--- src/rtl/display_status_arbiter.sv ---
// Scan pacing and frame-aligned arbitration of the 12-bit status path between game and message sources.
// Optional frame blinking of message snapshots is compiled in with `define DISP_BLINK_EN.
module display_status_arbiter #(
    parameter int REFRESH_DIV  = 4,
    parameter int HOLD_FRAMES  = 2,
    parameter int BLINK_FRAMES = 8
) (
    input  logic        clk_in,
    input  logic        reset_n,
    input  logic [11:0] game_status,
    input  logic [11:0] msg_status,
    input  logic        msg_req,
    output logic        msg_ack,
    output logic        scan_tick,
    output logic [1:0]  digit_idx,
    output logic        frame_start,
    output logic [11:0] status_out,
    output logic        owner
);

    localparam int DW = (REFRESH_DIV > 2) ? $clog2(REFRESH_DIV) : 1;
    localparam int HW = $clog2(HOLD_FRAMES + 1);
    localparam logic [DW-1:0] DIV_LAST  = DW'(REFRESH_DIV - 1);
    localparam logic [HW-1:0] HOLD_LAST = HW'(HOLD_FRAMES - 1);
    localparam logic [HW-1:0] HOLD_MAX  = HW'(HOLD_FRAMES);

    localparam logic [1:0] ST_GAME = 2'd0;
    localparam logic [1:0] ST_PEND = 2'd1;
    localparam logic [1:0] ST_SHOW = 2'd2;
    localparam logic [1:0] ST_DONE = 2'd3;

    logic [DW-1:0] div_cnt_q,   div_cnt_d;
    logic [1:0]    digit_idx_q, digit_idx_d;
    logic [1:0]    state_q,     state_d;
    logic [HW-1:0] hold_cnt_q,  hold_cnt_d;
    logic [11:0]   status_q,    status_d;
    logic          owner_q,     owner_d;
    logic          ack_s;
    logic          show_msg_s;
    logic          entering_show_s;
    logic [11:0]   msg_view_s;

    // Prescaler decode and scan position.
    always_comb begin
        scan_tick   = (div_cnt_q == DIV_LAST);
        frame_start = scan_tick && (digit_idx_q == 2'd3);
        div_cnt_d   = scan_tick ? '0 : div_cnt_q + DW'(1);
        digit_idx_d = scan_tick ? digit_idx_q + 2'd1 : digit_idx_q;
    end

    // Grant FSM; the ack is a Mealy pulse on the frame that completes the hold.
    always_comb begin
        state_d = state_q;
        ack_s   = 1'b0;
        case (state_q)
            ST_GAME: begin
                if (msg_req) begin
                    state_d = frame_start ? ST_SHOW : ST_PEND;
                end else begin
                    state_d = ST_GAME;
                end
            end
            ST_PEND: begin
                if (!msg_req) begin
                    state_d = ST_GAME;
                end else if (frame_start) begin
                    state_d = ST_SHOW;
                end else begin
                    state_d = ST_PEND;
                end
            end
            ST_SHOW: begin
                if (!msg_req) begin
                    state_d = ST_GAME;
                end else if (frame_start && (hold_cnt_q == HOLD_LAST)) begin
                    ack_s   = 1'b1;
                    state_d = ST_DONE;
                end else begin
                    state_d = ST_SHOW;
                end
            end
            ST_DONE: begin
                if (!msg_req) begin
                    state_d = ST_GAME;
                end else begin
                    state_d = ST_DONE;
                end
            end
            default: begin
                state_d = ST_GAME;
            end
        endcase
    end

    // Hold counter is held at zero outside SHOW so every entry starts from a clean count.
    always_comb begin
        if (state_q != ST_SHOW) begin
            hold_cnt_d = '0;
        end else if (frame_start && (hold_cnt_q != HOLD_MAX)) begin
            hold_cnt_d = hold_cnt_q + HW'(1);
        end else begin
            hold_cnt_d = hold_cnt_q;
        end
    end

    assign show_msg_s      = (state_d == ST_SHOW) || (state_d == ST_DONE);
    assign entering_show_s = frame_start && (state_d == ST_SHOW) && (state_q != ST_SHOW);

`ifdef DISP_BLINK_EN
    localparam int BW = $clog2(BLINK_FRAMES + 1);
    localparam logic [BW-1:0] BLINK_LAST = BW'(BLINK_FRAMES - 1);

    logic [BW-1:0] blink_cnt_q, blink_cnt_d;
    logic          blink_off_q, blink_off_d;

    // Blink phase advances once per message frame and restarts visible on each grant.
    always_comb begin
        blink_cnt_d = blink_cnt_q;
        blink_off_d = blink_off_q;
        if (entering_show_s) begin
            blink_cnt_d = '0;
            blink_off_d = 1'b0;
        end else if (frame_start && show_msg_s && owner_q) begin
            if (blink_cnt_q == BLINK_LAST) begin
                blink_cnt_d = '0;
                blink_off_d = ~blink_off_q;
            end else begin
                blink_cnt_d = blink_cnt_q + BW'(1);
            end
        end else begin
            blink_cnt_d = blink_cnt_q;
        end
        msg_view_s = blink_off_d ? 12'h000 : msg_status;
    end

    // Blink state registers.
    always_ff @(posedge clk_in or negedge reset_n) begin
        if (!reset_n) begin
            blink_cnt_q <= '0;
            blink_off_q <= 1'b0;
        end else begin
            blink_cnt_q <= blink_cnt_d;
            blink_off_q <= blink_off_d;
        end
    end
`else
    assign msg_view_s = msg_status;
`endif

    // Snapshot is only taken on frame boundaries so a frame never mixes sources.
    always_comb begin
        if (frame_start) begin
            owner_d  = show_msg_s;
            status_d = show_msg_s ? msg_view_s : game_status;
        end else begin
            owner_d  = owner_q;
            status_d = status_q;
        end
    end

    // State registers.
    always_ff @(posedge clk_in or negedge reset_n) begin
        if (!reset_n) begin
            div_cnt_q   <= '0;
            digit_idx_q <= 2'd0;
            state_q     <= ST_GAME;
            hold_cnt_q  <= '0;
            status_q    <= 12'h000;
            owner_q     <= 1'b0;
        end else begin
            div_cnt_q   <= div_cnt_d;
            digit_idx_q <= digit_idx_d;
            state_q     <= state_d;
            hold_cnt_q  <= hold_cnt_d;
            status_q    <= status_d;
            owner_q     <= owner_d;
        end
    end

    assign msg_ack    = ack_s;
    assign digit_idx  = digit_idx_q;
    assign status_out = status_q;
    assign owner      = owner_q;

endmodule

--- config.mk ---
export PLATFORM = sky130hd
export DESIGN_NAME = display_status_arbiter
export DESIGN_NICKNAME = d
export VERILOG_FILES = /design/src/rtl/display_status_arbiter.sv
export SDC_FILE = /design/constraint.sdc
export NUM_CORES = 1
export LEC_CHECK = 0
export BUFFER_PORTS_ARGS = -buffer_cell sky130_fd_sc_hd__clkbuf_2
export CORE_ASPECT_RATIO = 1.75
export CORE_MARGIN = 1
export CORE_UTILIZATION = 42
export CTS_BUF_LIST = sky130_fd_sc_hd__clkbuf_4
export DETAILED_ROUTE_END_ITERATION = 7
export PLACE_DENSITY = 0.72
export SLEW_MARGIN = 20
export SYNTH_ARGS = -nofsm -noshare
export SYNTH_HDL_FRONTEND = slang
export SYNTH_SLANG_ARGS = --single-unit
--- constraint.sdc ---
create_clock -name clk_in -period 1.8 [get_ports clk_in]
set_input_delay 0.36 -clock clk_in [delete_from_list [all_inputs] [get_ports clk_in]]
set_output_delay 0.36 -clock clk_in [all_outputs]
set_load 0.02 [all_outputs]
**Word-level counts from Yosys, hierarchy flattened**

Cells that the tools add are included.
Widths: inputs -> output; s select.

- Output and inout bits: 18
- Flip-flop bits (word level): 21
- Input bits: 27

- Muxes and demuxes: 13
- Equality and inequality tests: 10
- Reduce and logical (&&, ||, !) cells: 7
- Add/subtract/negate cells: 3

Operator list:

| cell | count |
|---|---|
| $mux 2 | 7 |
| $eq 2x2->1 const B | 6 |
| $mux 12 | 1 |
| $add 2x1->2 const B | 3 |
| $pmux 2 s3 | 1 |
| $eq 2x1->1 const B | 2 |
| $mux 1 | 4 |
| $ne 2x2->1 const B | 2 |
| $logic_and 1x1->1 | 3 |
| $logic_not 2->1 | 1 |
| $reduce_bool 2->1 | 1 |
| $reduce_or 2->1 | 1 |
| $logic_or 1x1->1 | 1 |

**Logic depth before layout (Yosys ltp)**

Gate-level depths: netlist (run 1).

- Word-level depth: 9
- Mapped depth: 6
- Mapped depth without buffers: 4

**Worst setup path after synthesis (run 1)**

OpenSTA, ideal clock, no wires.

- Kind: register -> output
- Start: register div_cnt_q[0]
- End: output port msg_ack
- Buffers on the path: 1
- Cell stages (with the launch flop): 5
- Slack: 0.138 ns
- Arrival: 1.302 ns
- Required time: 1.440 ns
- Cells stage by stage: dfrtp_1 > ha_1 > buf_6 > nand3_1 > nor4_2

- Longest elaborated chain between the ends: 6

RTL lines:

| element | RTL line | text |
|---|---|---|
| from (decl) | 32 | `logic [DW-1:0] div_cnt_q, div_cnt_d;` |
| from (signal assigned) | 171 | `div_cnt_q <= div_cnt_d;` |
| $eq 2x2->1 | 45 | `scan_tick = (div_cnt_q == DIV_LAST);` |
| via scan_tick | 14 | `output logic scan_tick,` |
| $logic_and 1x1->1 | 46 | `frame_start = scan_tick && (digit_idx_q == 2'd3);` |
| $logic_and 1x1->1 | 75 | `end else if (frame_start && (hold_cnt_q == HOLD_LAST)) begin` |
| $mux 1 | 75 |  |
| $mux 1 | 73 | `if (!msg_req) begin` |
| $mux 1 | 55 | `case (state_q)` |
| to (decl) | 13 | `output logic msg_ack,` |

The timed path passes the listed nets, and every way through them passes these cells.

**Worst setup path in the final report (run 1)**

- Start: register div_cnt_q[0]
- End: output port msg_ack

- Longest elaborated chain between the ends: 6

RTL lines:

| element | RTL line |
|---|---|
| $eq 2x2->1 | 45 |
| $logic_and 1x1->1 | 46 |
| $logic_and 1x1->1 | 75 |
| $mux 1 | 75 |
| $mux 1 | 73 |
| $mux 1 | 55 |

Every way passes these cells.

==> results of run 1 <==
where the power goes:
group | internal [mW] | leakage, nW | switching [mW]
clock network | 0.102 | 0.0184 | 0.137
logic | 0.0624 | 0.460 | 0.0802
registers | 0.495 | 0.257 | 0.0150
synthesized netlist by cell type:
library cell / instances / area share
nor4_2: 1 / 0.012
and2_4: 1 / 0.0084
mux2i_1: 13 / 0.12
mux2_4: 1 / 0.014
o211a_1: 1 / 0.0096
dfrtp_1: 21 / 0.50
buf_4: 1 / 0.0072
a221oi_2: 1 / 0.014
and3b_1: 1 / 0.0084
nand4b_1: 1 / 0.0084
nor2b_1: 1 / 0.0060
nand3b_1: 1 / 0.0072
or3b_1: 1 / 0.0084
nor2_1: 1 / 0.0036
xor2_1: 1 / 0.0084
buf_6: 4 / 0.043
mux2_2: 1 / 0.011
buf_2: 2 / 0.0096
a21oi_1: 24 / 0.12
o21a_1: 1 / 0.0072
ha_1: 4 / 0.048
nand3_1: 1 / 0.0048
inv_1: 4 / 0.014
worst register-to-register path, cell delays in order (launching register included):
cell and delay (ns):
dfrtp_1 0.40, ha_2 0.22, and2_4 0.20, buf_4 0.14, mux2_4 0.29
worst paths after layout:
check                                       endpoint  slack, ns  cells after the start
setup / recovery                             msg_ack       0.07                      4
hold / removal             hold_cnt_q[0]$_DFFE_PN0P_      0.002                      1
setup reg to reg                   owner$_DFFE_PN0P_       0.44                      4
hold reg to reg               div_cnt_q[1]$_DFF_PN0_       0.52                      1
max in group asynchronous          owner$_DFFE_PN0P_       1.44                      1
min in group clk_in             state_q[0]$_DFF_PN0_       0.33                      3
kinds of logic (layout without fill, tap and decap cells):
| group | after synthesis | after routing | share of synthesized area |
|---|---|---|---|
| compound gates | 27 | 27 | 0.147 |
| xor+xnor | 1 | 1 | 0.00841 |
| fa+ha+maj | 4 | 4 | 0.0481 |
| buf+inv | 11 | 63 | 0.0745 |
| flops | 21 | 21 | 0.505 |
| mux | 15 | 15 | 0.150 |
| simple gates | 9 | 9 | 0.0673 |
metal layers:
metal / GRT usage / vias up / share of wire
li1: - / 417 / -
met1: 0.208 / 425 / 0.37
met2: 0.342 / 24 / 0.57
met3: 0.0292 / 4 / 0.034
met4: 0.129 / 0 / 0.024
met5: 0 / - / 0
per-stage QoR:
step           instances  setup slack (ns)  total power [mW]  hold slack, ns  area (sq um)
4_1_cts              159           0.00636             0.910         0.00707          1320
5_1_grt              165          0.000922             0.941          0.0279          1370
3_3_place_gp         153             0.355             0.660           0.356          1250
6_report             165            0.0679             0.892         0.00199          1370
3_5_place_dp         153             0.287             0.665           0.356          1250
2_1_floorplan         88             0.138             0.597          0.0644          1040
registers in the layout, indices dropped and copies added, names as in the netlist:
register and flops:
status_out 12, digit_idx 2, div_cnt_q 2, hold_cnt_q 2
state_q 2, owner 1
timing repair:
item                                    4_1_cts  5_1_grt
pin swaps                                     0        1
buffers inserted                              2        6
gates cloned                                  0        0
endpoints found under the setup margin        2        2
gates resized for setup                       4        2
area by class of cell:
cell class                 count  area [sq um]
sequential                    21           526
timing repair buffer          55           305
multi-input combinational     56           458
clock buffer                   4          30.0
inverter                       4          15.0
fill                         212           937
tap                           25          31.3
==> results.sh, run 1 <==
export IMPL_worst_slew_pin_transition_ns=0.521
export IMPL_worst_path_dominant_cell_family="flip-flops"
export IMPL_timing_critical_path_buf_inv=1
export IMPL_hpwl_mm=1.73
export IMPL_grt_use_total=0.198
export IMPL_syn_nets=119
export IMPL_outcome="finished clean"
export IMPL_core_area_sq_um=2300
export IMPL_synthesis_instances=88
export IMPL_relSlewSlack=0.652
export IMPL_postLayoutCoreUtil=0.593
export IMPL_worst_ir_drop_vdd_mv=0.506
export IMPL_final_nets=172
export IMPL_synthesis_area_sq_um=1040
export IMPL_ctsHoldBuffers=0
export IMPL_post_route_cells_drive_above_1_share=0.479
export IMPL_worstSetupEndpointType="output port"
export IMPL_min_period_ns=1.73
export IMPL_critical_path_startpoint="div_cnt_q[0]$_DFF_PN0_"
export IMPL_total_leakage_power_nw=0.736
export IMPL_grt_max_degree=22
export IMPL_initialDrtViolationCount=10
export IMPL_mostFrequentLayoutCell="clkbuf_2"
export IMPL_timing_critical_path_slowest_stage_cell="dfrtp_1"
export IMPL_timing_max_transition_violations_final=0
export IMPL_worstReg2RegStart="div_cnt_q[0]$_DFF_PN0_"
export IMPL_unrepaired_setup_endpoints_after_global_routing="false"
export IMPL_remaining_drc_errors=0
export IMPL_grt_first_pass_wirelength_mm=3.56
export IMPL_areaGrowthSynthToFinish_pct=31.1
export IMPL_worst_skew_pair_late_latency_ns=0.30
export IMPL_grt_pass1_vias=851
export IMPL_synth_warnings=0
export IMPL_power_density_nw_per_um2=653
export IMPL_detail_route_vias_per_cell=5.27
export IMPL_routabilityCongestion=0.770
export IMPL_hold_path_class="input pin to async pin"
export IMPL_fin_skew_ns=0.00337
export IMPL_final_hold_vio_count=0
export IMPL_max_cap_violations=0
export IMPL_boundaryPins=45
export IMPL_wl_per_cell_um=14.1
export IMPL_worst_ep_required_time_ns=1.44
export IMPL_clock_tree_buffer_depth=2
export IMPL_vias=870
export IMPL_worst_setup_path_type="flip-flop to output port"
export IMPL_cts_tree="built"
export IMPL_worstPathMaxFanout=5
export IMPL_initial_standard_cell_utilization_of_the_core=0.452
export IMPL_antenna_found_initial=0
export IMPL_routed_wirelength_mm=2.33
export IMPL_critical_path_cell_chain="ha_2 > nand3_2 > nor4_2 > buf_4"
export IMPL_port_buffer_count=44
export IMPL_floorplan_die_height_um=67.9
export IMPL_floorplan_rows=23
export IMPL_finalCritPeriodShare=0.962
export IMPL_cts_root_buffer_cell="clkbuf_4"
export IMPL_fmaxAchievable_mhz=577
export IMPL_postSynthRegisterBits=21
export IMPL_finalSetupTns_ns=0
export IMPL_die_width_um=39.6
export IMPL_sequential_share_of_the_synthesized_area=0.505
export IMPL_htree_levels=1
export IMPL_ant_nets_after_route=0
export IMPL_critPathArrivalTime_ns=1.37
export IMPL_layout_cells_most_common_list="43 x clkbuf_2, 24 x a21oi_1, 21 x dfrtp_1, 13 x mux2i_1, 12 x buf_4"
export IMPL_global_route_overflow_total=0
export IMPL_setup_viol=0
export IMPL_antenna_diode_instance_count=0
export IMPL_first_pass_iters=3
export IMPL_critical_path_startpoint_type="flip-flop"
export IMPL_clkSlewWorstSetupHoldPaths_ns=0.11
export IMPL_dieArea_sq_um=2690
export IMPL_slowest_stage_delay_on_critical_path_ns=0.38
export IMPL_netlist_cell_type_count=23
export IMPL_cts_made_buffers=3
export IMPL_post_synth_cell_area_avg_sq_um=11.8
export IMPL_clock_sink_count=21
Note: power is estimated with default switching activity, not from simulation.
==> run 2: changes to the inputs <==
--- a/config.mk
+++ b/config.mk
@@ -11,7 +11,7 @@
 export CORE_UTILIZATION = 42
 export CTS_BUF_LIST = sky130_fd_sc_hd__clkbuf_4
 export DETAILED_ROUTE_END_ITERATION = 7
-export PLACE_DENSITY = 0.72
+export PLACE_DENSITY_LB_ADDON = 0.15
 export SLEW_MARGIN = 20
 export SYNTH_ARGS = -nofsm -noshare
 export SYNTH_HDL_FRONTEND = slang
==> run 2 against run 1 <==
Core utilization down 1.5 points. Flip-flop and latch count unchanged. Wire length down 4.3%. Cell count down 3.0%. Global-route usage down 1.7 points. First-iteration DRC count up 30%. Largest cell class unchanged.
==> results.sh, run 2 (synthesized netlist as in run 1, its figures left out) <==
export IMPL_wl_per_cell_um=14.0
export IMPL_max_reg_flops=12
export IMPL_clkSlewWorstSetupHoldPaths_ns=0.13
export IMPL_global_route_overflow_total=0
export IMPL_worstPathMaxFanout=4
export IMPL_post_route_cells_drive_above_1_share=0.452
export IMPL_total_leakage_power_nw=0.713
export IMPL_port_buffer_count=44
export IMPL_finalHoldWorstSlack_ns=0.00712
export IMPL_min_period_ns=1.70
export IMPL_place_inst=154
export IMPL_worst_ep_required_time_ns=1.44
export IMPL_outcome="finished clean"
export IMPL_areaGrowthSynthToFinish_pct=27.8
export IMPL_power_density_nw_per_um2=662
export IMPL_grt_first_pass_wirelength_mm=3.36
export IMPL_cts_tree="built"
export IMPL_antenna_diode_instance_count=0
export IMPL_boundaryPins=45
export IMPL_setup_viol=0
export IMPL_fmaxAchievable_mhz=587
export IMPL_relSlewSlack=0.642
export IMPL_dieArea_sq_um=2690
export IMPL_worst_setup_path_type="flip-flop to output port"
export IMPL_routabilityCongestion=0.697
export IMPL_ff2ff_setup_slack_ns=0.41
export IMPL_hpwl_mm=1.66
export IMPL_floorplan_die_height_um=67.9
export IMPL_cts_root_buffer_cell="clkbuf_4"
export IMPL_vias=828
export IMPL_post_layout_nonfiller_instances=160
export IMPL_final_nets=167
export IMPL_critPathArrivalTime_ns=1.34
export IMPL_floorplan_rows=23
export IMPL_finalSetupTns_ns=0
export IMPL_htree_levels=1
export IMPL_cts_made_buffers=3
export IMPL_worst_ir_drop_vdd_mv=0.374
export IMPL_die_width_um=39.6
export IMPL_worst_skew_pair_late_latency_ns=0.31
export IMPL_unrepaired_setup_endpoints_after_global_routing="false"
export IMPL_detail_route_vias_per_cell=5.18
export IMPL_worstSetupEndpointType="output port"
export IMPL_ctsHoldBuffers=0
export IMPL_finalCritPeriodShare=0.946
export IMPL_remaining_drc_errors=0
export IMPL_max_cap_violations=0
export IMPL_clock_tree_buffer_depth=2
export IMPL_timing_max_transition_violations_final=0
export IMPL_final_hold_vio_count=0
export IMPL_initial_standard_cell_utilization_of_the_core=0.452
export IMPL_worst_slew_pin_transition_ns=0.537
export IMPL_initialDrtViolationCount=13
export IMPL_ant_nets_after_route=0
export IMPL_mostFrequentLayoutCell="clkbuf_2"
export IMPL_hold_path_class="input pin to async pin"
export IMPL_grt_use_total=0.181
export IMPL_grt_pass1_vias=782
export IMPL_design_power_total_mw=0.881
export IMPL_layout_cells_most_common_list="43 x clkbuf_2, 24 x a21oi_1, 21 x dfrtp_1, 13 x mux2i_1, 7 x buf_4"
export IMPL_grt_max_degree=22
export IMPL_fin_skew_ns=0.0121
export IMPL_worstReg2RegStart="div_cnt_q[0]$_DFF_PN0_"
export IMPL_critical_path_startpoint="div_cnt_q[0]$_DFF_PN0_"
export IMPL_routed_wirelength_mm=2.23
export IMPL_first_pass_iters=2
export IMPL_antenna_found_initial=0
export IMPL_clock_sink_count=21
export IMPL_critical_path_startpoint_type="flip-flop"
export IMPL_core_area_sq_um=2300
-- run 2: layout make-up --
type / instances / area (sq um)
flip-flops and latches: 21 / 526
clock buffers: 3 / 22.5
fillers: 223 / 972
inverters: 4 / 15.0
repair buffers: 50 / 268
well taps: 25 / 31.3
clock inverters: 1 / 5.00
multi-input cells: 56 / 463
-- run 2: power breakdown --
| part | internal [mW] | leakage, nW | switching [mW] |
|---|---|---|---|
| registers | 0.495 | 0.257 | 0.0146 |
| logic | 0.0623 | 0.438 | 0.0793 |
| clock network | 0.0829 | 0.0177 | 0.146 |
-- run 2: timing repair --
| action | in CTS | in global routing |
|---|---|---|
| pin swaps | 1 | 0 |
| setup endpoints to repair | 2 | 1 |
| buffers inserted | 2 | 0 |
| resized for setup | 1 | 5 |
-- run 2: path summary, 6_finish.rpt --
path | end | depth (start not counted)
min in group clk_in | state_q[0]$_DFF_PN0_ | 3
worst max register to register | owner$_DFFE_PN0P_ | 4
worst min-delay path | status_out[0]$_DFFE_PN0P_ | 1
worst max-delay path | msg_ack | 4
worst min register to register | div_cnt_q[0]$_DFF_PN0_ | 1
max in group asynchronous | div_cnt_q[1]$_DFF_PN0_ | 1
-- run 2: through the flow --
| step | area (sq um) | setup slack [ns] | util |
|---|---|---|---|
| 6_report | 1330 | 0.0977 | 0.578 |
| 5_1_grt | 1330 | 0.00918 | 0.578 |
| 4_1_cts | 1310 | 0.0114 | 0.567 |
| 3_5_place_dp | 1260 | 0.281 | 0.547 |
| 3_3_place_gp | 1260 | 0.328 | 0.547 |
| 2_1_floorplan | 1040 | 0.138 | - |
-- run 2: routing by layer --
layer | part of all wire | wire (um) | GRT usage
met4 | 0.0081 | 18 | 0.0776
met1 | 0.42 | 933 | 0.220
met3 | 0.030 | 66 | 0.0195
met5 | 0 | 0 | 0
met2 | 0.54 | 1220 | 0.309
-- run 2: critical path, stage by stage (launching register included) --
cell	delay, ns
dfrtp_1	0.42
ha_4	0.17
nand3_1	0.12
nor4_2	0.14
buf_4	0.17
==> run 3: changes to the inputs <==
--- a/config.mk
+++ b/config.mk
@@ -5,6 +5,7 @@
 export SDC_FILE = /design/constraint.sdc
 export NUM_CORES = 1
 export LEC_CHECK = 0
+export ABC_AREA = 1
 export BUFFER_PORTS_ARGS = -buffer_cell sky130_fd_sc_hd__clkbuf_2
 export CORE_ASPECT_RATIO = 1.75
 export CORE_MARGIN = 1
==> run 3 against run 2 <==
Sequential share of layout area down 4.2 points. Critical path depth up 2. Via count up 31%. Non-clock buffer count up 4. Count of clock-buffer cells in the layout unchanged. Synthesized cell count up 65%. Maximum frequency down 2.1%.
==> results.sh, run 3 <==
export IMPL_ant_nets_after_route=0
export IMPL_post_synth_top_area_fraction=0.449
export IMPL_worstReg2RegStart="div_cnt_q[0]$_DFF_PN0_"
export IMPL_worst_slew_pin_transition_ns=0.516
export IMPL_hold_path_class="input pin to async pin"
export IMPL_boundaryPins=45
export IMPL_fin_skew_ns=0.00475
export IMPL_cts_made_buffers=3
export IMPL_relSlewSlack=0.656
export IMPL_unrepaired_setup_endpoints_after_global_routing="true"
export IMPL_synth_top_flop_cell="dfrtp_1"
export IMPL_initial_standard_cell_utilization_of_the_core=0.440
export IMPL_grt_use_total=0.193
export IMPL_mostFrequentLayoutCell="nand2_1"
export IMPL_clock_sink_count=21
export IMPL_ff2ff_setup_slack_ns=0.48
export IMPL_number_of_enable_type_register_cells_in_the_synthesized_netlist=0
export IMPL_place_inst=215
export IMPL_synth_area_top_cells="dfrtp_1 45%, nand2_1 14%, inv_1 10%, nand3_2 6.0%, a21oi_1 4.3%"
export IMPL_clock_tree_buffer_depth=2
export IMPL_port_buffer_count=44
export IMPL_die_width_um=41.9
export IMPL_post_route_cells_drive_above_1_share=0.369
export IMPL_fmaxAchievable_mhz=575
export IMPL_finalHoldWorstSlack_ns=0.00618
export IMPL_cts_root_buffer_cell="clkbuf_4"
export IMPL_wl_per_cell_um=11.8
export IMPL_grt_pass1_vias=1079
export IMPL_critical_path_startpoint_type="flip-flop"
export IMPL_layout_cells_most_common_list="45 x nand2_1, 43 x clkbuf_2, 31 x inv_1, 21 x dfrtp_1"
export IMPL_grt_first_pass_wirelength_mm=4.49
export IMPL_floorplan_die_height_um=71.9
export IMPL_worst_setup_path_type="flip-flop to output port"
export IMPL_finalCritPeriodShare=0.966
export IMPL_worstPathMaxFanout=5
export IMPL_antenna_diode_instance_count=0
export IMPL_post_layout_nonfiller_instances=225
export IMPL_ctsHoldBuffers=0
export IMPL_syn_nets=176
export IMPL_worstSetupEndpointType="output port"
export IMPL_synthesis_instances=145
export IMPL_floorplan_rows=25
export IMPL_cts_tree="built"
export IMPL_worst_ir_drop_vdd_mv=0.356
export IMPL_vias=1082
export IMPL_worst_skew_pair_late_latency_ns=0.30
export IMPL_synth_top_cells_by_count="45 x nand2_1, 32 x inv_1, 21 x dfrtp_1"
export IMPL_timing_critical_path_slowest_stage_cell="dfrtp_1"
export IMPL_htree_levels=1
export IMPL_critPathArrivalTime_ns=1.38
export IMPL_reg2regPathDepth=6
export IMPL_max_reg_flops=12
export IMPL_post_synth_cell_area_avg_sq_um=8.08
export IMPL_areaGrowthSynthToFinish_pct=27.2
export IMPL_core_area_sq_um=2660
export IMPL_dieArea_sq_um=3010
export IMPL_clkSlewWorstSetupHoldPaths_ns=0.12
export IMPL_design_power_total_mw=0.883
export IMPL_final_nets=230
export IMPL_total_leakage_power_nw=0.956
export IMPL_synth_async_sr_flop_share=1.00
export IMPL_worst_ep_required_time_ns=1.44
export IMPL_timing_max_transition_violations_final=0
export IMPL_critical_path_cell_chain="ha_4 > nand3_2 > nor2_1 > nand2_1 > inv_2 > buf_6"
export IMPL_global_route_overflow_total=0
export IMPL_synthesis_area_sq_um=1170
export IMPL_first_pass_iters=4
export IMPL_synth_warnings=0
export IMPL_detail_route_vias_per_cell=4.81
export IMPL_postSynthRegisterBits=21
export IMPL_final_hold_vio_count=0
export IMPL_antenna_found_initial=0
export IMPL_sequential_share_of_the_synthesized_area=0.449
export IMPL_hpwl_mm=1.96
export IMPL_slowest_stage_delay_on_critical_path_ns=0.42
export IMPL_routabilityCongestion=0.714
export IMPL_min_period_ns=1.74
export IMPL_routed_wirelength_mm=2.64
export IMPL_crit_reg2reg_capture="hold_cnt_q[1]$_DFFE_PN0P_"
export IMPL_cell_type_with_the_largest_total_area_after_synthesis="dfrtp_1"
export IMPL_netlist_cell_type_count=16
export IMPL_most_frequent_cell_after_synthesis="nand2_1"
export IMPL_grt_max_degree=22
export IMPL_remaining_drc_errors=0
export IMPL_max_cap_violations=0
export IMPL_power_density_nw_per_um2=593
export IMPL_outcome="finished clean"
export IMPL_initialDrtViolationCount=20
export IMPL_setup_viol=0
[run 3: critical path, delay by kind of cell, from the launching register on]
family	cells	cell delay, ns
AND/OR/NAND/NOR	3	0.29
adder cells (fa/ha/maj)	1	0.20
buffers and inverters	2	0.18
flip-flops	1	0.42
[run 3: worst max path at each step]
stage	slack, ns	cells after the start	from	endpoint
global placement	0.29	6	div_cnt_q[0]$_DFF_PN0_	msg_ack
global route	-0.02	6	div_cnt_q[1]$_DFF_PN0_	msg_ack
CTS	0.005	6	div_cnt_q[0]$_DFF_PN0_	msg_ack
detailed placement	0.23	6	div_cnt_q[0]$_DFF_PN0_	msg_ack
floorplan	0.17	5	div_cnt_q[0]$_DFF_PN0_	msg_ack
finish	0.06	6	div_cnt_q[0]$_DFF_PN0_	msg_ack
[run 3: stage by stage]
| stage | util | setup TNS, ns | setup slack, ns | cell area, sq um |
|---|---|---|---|---|
| 2_1_floorplan | - | 0 | 0.167 | 1170 |
| 3_3_place_gp | 0.525 | 0 | 0.286 | 1400 |
| 3_5_place_dp | 0.525 | 0 | 0.234 | 1400 |
| 4_1_cts | 0.544 | 0 | 0.00498 | 1450 |
| 5_1_grt | 0.560 | -0.0234 | -0.0234 | 1490 |
| 6_report | 0.560 | 0 | 0.0608 | 1490 |
[run 3: final cells by class]
| cell class | instances | area, sq um |
|---|---|---|
| fillers | 265 | 1170 |
| flip-flops and latches | 21 | 526 |
| multi-input cells | 87 | 482 |
| repair buffers | 54 | 302 |
| inverters | 32 | 120 |
| well taps | 27 | 33.8 |
| clock buffers | 3 | 22.5 |
| clock inverters | 1 | 5.00 |
[run 3: cells by family after synthesis]
family | count (synthesis) | synth area share
and+or+nand+nor | 69 | 0.281
buffers and inverters | 37 | 0.153
DFF | 21 | 0.449
AOI/OAI and AO/OA | 12 | 0.0577
adders and majority gates | 4 | 0.0427
xor gates and xnor gates | 1 | 0.00748
muxes | 1 | 0.00961
[run 3: metal layers]
layer / GRT usage / part of all wire
met4: 0.0860 / 0.0095
met1: 0.215 / 0.36
met5: 0 / 0
met2: 0.361 / 0.59
met3: 0.0176 / 0.039
[run 3: timing repair]
item	CTS	global route
endpoints found under the hold margin	0	0
buffers inserted	1	5
resized for setup	3	4
pin swaps	0	3
cloned	0	0
setup endpoints to repair	2	2
[run 3: power by group]
part           switching [mW]  leakage [nW]  total [mW]  internal [mW]
Sequential             0.0128         0.253       0.508          0.495
Clock                   0.143        0.0177       0.226         0.0828
Combinational          0.0890         0.685       0.149         0.0600
Total                   0.245         0.956       0.883          0.638
